File: config.mk
export PLATFORM = sky130hd
export DESIGN_NAME = somador
export DESIGN_NICKNAME = d
export VERILOG_FILES = /design/src/rtl/somador.sv
export SDC_FILE = /design/constraint.sdc
export NUM_CORES = 1
export LEC_CHECK = 0
export CORE_AREA = 3 3 61 63
export DETAILED_ROUTE_END_ITERATION = 12
export DIE_AREA = 0 0 64 66
export HOLD_SLACK_MARGIN = 0.06
export PLACE_DENSITY_LB_ADDON = 0.25
export SYNTH_ARGS = -nofsm -noshare
export SYNTH_HDL_FRONTEND = slang
export SYNTH_SLANG_ARGS = --single-unit
export TNS_END_PERCENT = 50
File: constraint.sdc
create_clock -name clock -period 8.8 [get_ports clock]
set_input_delay 1.76 -clock clock [delete_from_list [all_inputs] [get_ports clock]]
set_output_delay 1.76 -clock clock [all_outputs]
set_load 0.02 [all_outputs]
File: src/rtl/somador.sv
// somador: registered signed adder/subtractor with two's-complement overflow.
// op=1 computes a + b, op=0 computes a - b as a + ~b + 1 through one
// ripple-carry chain. Result and overflow appear one clock after capture.
module somador #(
  parameter int unsigned WIDTH = 16
) (
  input  logic             clock,
  input  logic             reset,
  input  logic [WIDTH-1:0] a,
  input  logic [WIDTH-1:0] b,
  input  logic             op,
  output logic             overflow,
  output logic [WIDTH-1:0] result
);

  logic [WIDTH-1:0] b_eff;
  logic [WIDTH-1:0] sum;
  logic [WIDTH:0]   carry;
  logic             ovf_next;

  // Ripple-carry chain: conditionally inverted b, carry-in ~op for subtract.
  always_comb begin
    b_eff    = b ^ {WIDTH{~op}};
    carry    = '0;
    sum      = '0;
    carry[0] = ~op;
    for (int unsigned i = 0; i < WIDTH; i++) begin
      sum[i]     = a[i] ^ b_eff[i] ^ carry[i];
      carry[i+1] = (a[i] & b_eff[i]) | (a[i] & carry[i]) | (b_eff[i] & carry[i]);
    end
    // Signed overflow: carry into the MSB disagrees with carry out of it.
    ovf_next = carry[WIDTH] ^ carry[WIDTH-1];
  end

  // Output register; reset wins and discards the operands on that edge.
  always_ff @(posedge clock) begin
    if (reset) begin
      result   <= '0;
      overflow <= 1'b0;
    end else begin
      result   <= sum;
      overflow <= ovf_next;
    end
  end

endmodule

==> impl_metrics.yaml <==
logic_synthesis:
  synth_cell_types: 12
  yosysSeqAreaShare_pct: 35.4
  yosys.area.top_type: "dfxtp_1"
  synth_compound_area_share_pct: 0.520
  synth.top_cell.area_share_pct: 35.4
  synth_flop_cell: "dfxtp_1"
  synth_warnings: 0
  synth_edf_count: 0
  synth_most_common_cell: "dfxtp_1"
  synth_top_family_by_area: "adder cells"
  synth.area.top_cells: "dfxtp_1, fa_1, xor2_1"
  ys_ff_latch: 17
  synthMuxAreaShare_pct: 0
  synthAdderAreaFrac_pct: 31.2
  synthTopCellsByCount: "dfxtp_1, nor2_1, fa_1, inv_1, xor2_1"
  synth_fp_nets: 137
  netlist_area_um2: 962
  synth_xor_area_share_pct: 15.5
  syn_avg_cell_area_um2: 11.1
  postSynth.asyncResetShare_pct: 0
  synth-simple-area-share_pct: 7.28
  netlist_instances: 87
pwr:
  leakage_nw: 0.657
  combinationalPowerShare_pct: 42.9
  vdd_drop_max_v: 0.0000416
  switchingPower_uw: 78.3
  internal_power_uw: 163
  p_sw_share_pct: 32.5
  p_per_area_nw_per_um2: 157
  power_frac_clock_pct: 18.3
  sequentialPowerShare_pct: 38.9
clock_network:
  cts_buffers: 3
  cts_tree: "yes"
  cts_buffer_depth: 2
  clkSinkCount: 17
  cts_setup_buffers: 0
  holdBufCountCts: 0
  cts-resized-gates: 0
  h-tree-depth: 1
  cts-root-buf: "clkbuf_4"
  cts.clk_slew.worst_paths_ns: 0.11
worst_setup_path:
  critPathRequiredTime_ns: 8.98
  path_max_fanout: 4
  start_kind: "input pin"
  critPathBufInv: 2
  endpoint_kind: "flop"
  slowest_stage: "clkdlybuf4s50_1"
  crit_family: "adder cells"
  critPathKind: "input pin to flop"
  crit_arrival_ns: 8.58
  crit_top_cell: "fa_1"
  slowest_delay_ns: 0.49
  path_cells: "clkdlybuf4s50_1, xnor2_1, fa_1, inv_1, fa_1, fa_1, fa_1, fa_1, fa_1, fa_1, fa_1, fa_1, fa_1, fa_1, fa_1, fa_1, fa_1, fa_1, xnor2_1, nor2_1"
placement:
  dp_hpwl_um: 1790
  port_buffers: 51
  gp_congestion: 0.625
min_path:
  hold_path_depth: 3
  min_to: "result[0]$_SDFF_PP0_"
  hold_class: "input pin to flop"
  worstHoldStart: "a[0]"
floorplan:
  die_x_um: 64
  start_util_pct: 29.3
  dieArea_um2: 4220
  ios: 52
  num_rows: 21
  core_um2: 3280
  die_height_um: 66
timing:
  setup_viol: 0
  finalHoldWorstSlack_ns: 2.12
  max_slew_margin_pct: 56.9
  finalMaxSlewViolations: 0
  rsz0062_at_grt: "false"
  finalCritPeriodShare_pct: 95.4
  hold_viol: 0
  worst-slew-pin-transition_ns: 0.644
  max_freq_ghz: 0.119
  setup_tns_ns: 0
  period_needed_ns: 8.40
route:
  routed_wl_um: 2130
  avgRoutedWirePerCell_um: 11.4
  drc: 0
  antenna_left: 0
  drt_iter0_drc: 13
  via_count: 740
  via_per_inst: 3.98
  first_pass_iters: 2
grt:
  grt_pass1_vias: 749
  grt.overflow.total: 0
  antenna_found_initial: 0
  grt_max_degree: 18
  grt_usage_pct: 11.0
  grt_pass1_wl_um: 3440
final_layout:
  drive_above_1_share_pct: 4.29
  nets: 191
  num_antenna_cells: 0
  fin_util_pct: 46.6
  syn_to_final_growth_pct: 59.2
run_status:
  outcome: "finished clean"
run:
  cap_violations: 0
==> per-stage QoR <==
stage                     setup slack [ns]  instances  instance area [um2]  total power, mW
after floorplan                      0.702         87                  962            0.150
after global placement               0.147        182                 1500            0.197
after detailed placement            0.0113        182                 1500            0.201
after CTS                            0.336        186                 1530            0.245
after global routing                 0.163        186                 1530            0.258
final                                0.404        186                 1530            0.241
==> worst max path at each step <==
stage | cells past startpoint | start | end | slack [ns]
after floorplan | 21 | op | overflow$_SDFF_PP0_ | 0.70
after global placement | 20 | op | overflow$_SDFF_PP0_ | 0.15
after detailed placement | 20 | op | overflow$_SDFF_PP0_ | 0.01
after CTS | 20 | op | overflow$_SDFF_PP0_ | 0.34
after global routing | 20 | op | overflow$_SDFF_PP0_ | 0.16
final | 20 | op | overflow$_SDFF_PP0_ | 0.40
==> flip-flops by register name (all words and copies together) (netlist names) <==
register  flops
result       16
overflow      1
==> layer usage <==
layer  global-route usage [%]  wire length [um]  vias to the layer above
met4                     6.47                45                        0
met3                     2.38               136                        4
met1                     13.1               847                      357
met5                        0                 0                        -
li1                         -                 -                      348
met2                     18.1              1100                       31
==> cell type report <==
type                            count  area (um2)
Fill cell                         327        1750
Timing Repair Buffer               53         526
Multi-Input combinational cell     51         524
Sequential cell                    17         340
Tap cell                           46        57.6
Inverter                           15        56.3
Clock buffer                        3        22.5
Clock inverter                      1        5.00
==> layout by cell type (no fill, tap or decap), types with 2 or more instances in the layout <==
cell type,count
nor2_1,16
buf_4,2
clkdlybuf4s50_1,51
clkbuf_4,3
dfxtp_1,17
xnor2_1,3
inv_1,15
xor2_1,14
fa_1,15
==> cells by family (layout without fill, tap and decap cells) <==
| logic type | Yosys count | in the layout |
|---|---|---|
| adders and majority gates | 15 | 15 |
| buffers and inverters | 19 | 72 |
| and+or+nand+nor | 18 | 18 |
| DFF | 17 | 17 |
| AOI/OAI and AO/OA | 1 | 1 |
| xor gates and xnor gates | 17 | 17 |
==> power by group through the flow <==
| stage | Sequential, mW | Clock [mW] | Combinational, mW |
|---|---|---|---|
| global placement | 0.0955 | 0 | 0.101 |
| CTS | 0.0940 | 0.0454 | 0.105 |
| finish | 0.0937 | 0.0440 | 0.103 |
| global route | 0.0953 | 0.0502 | 0.113 |
| floorplan | 0.113 | 0 | 0.0368 |
| detailed placement | 0.0959 | 0 | 0.105 |
(Power assumes the default switching activity.)
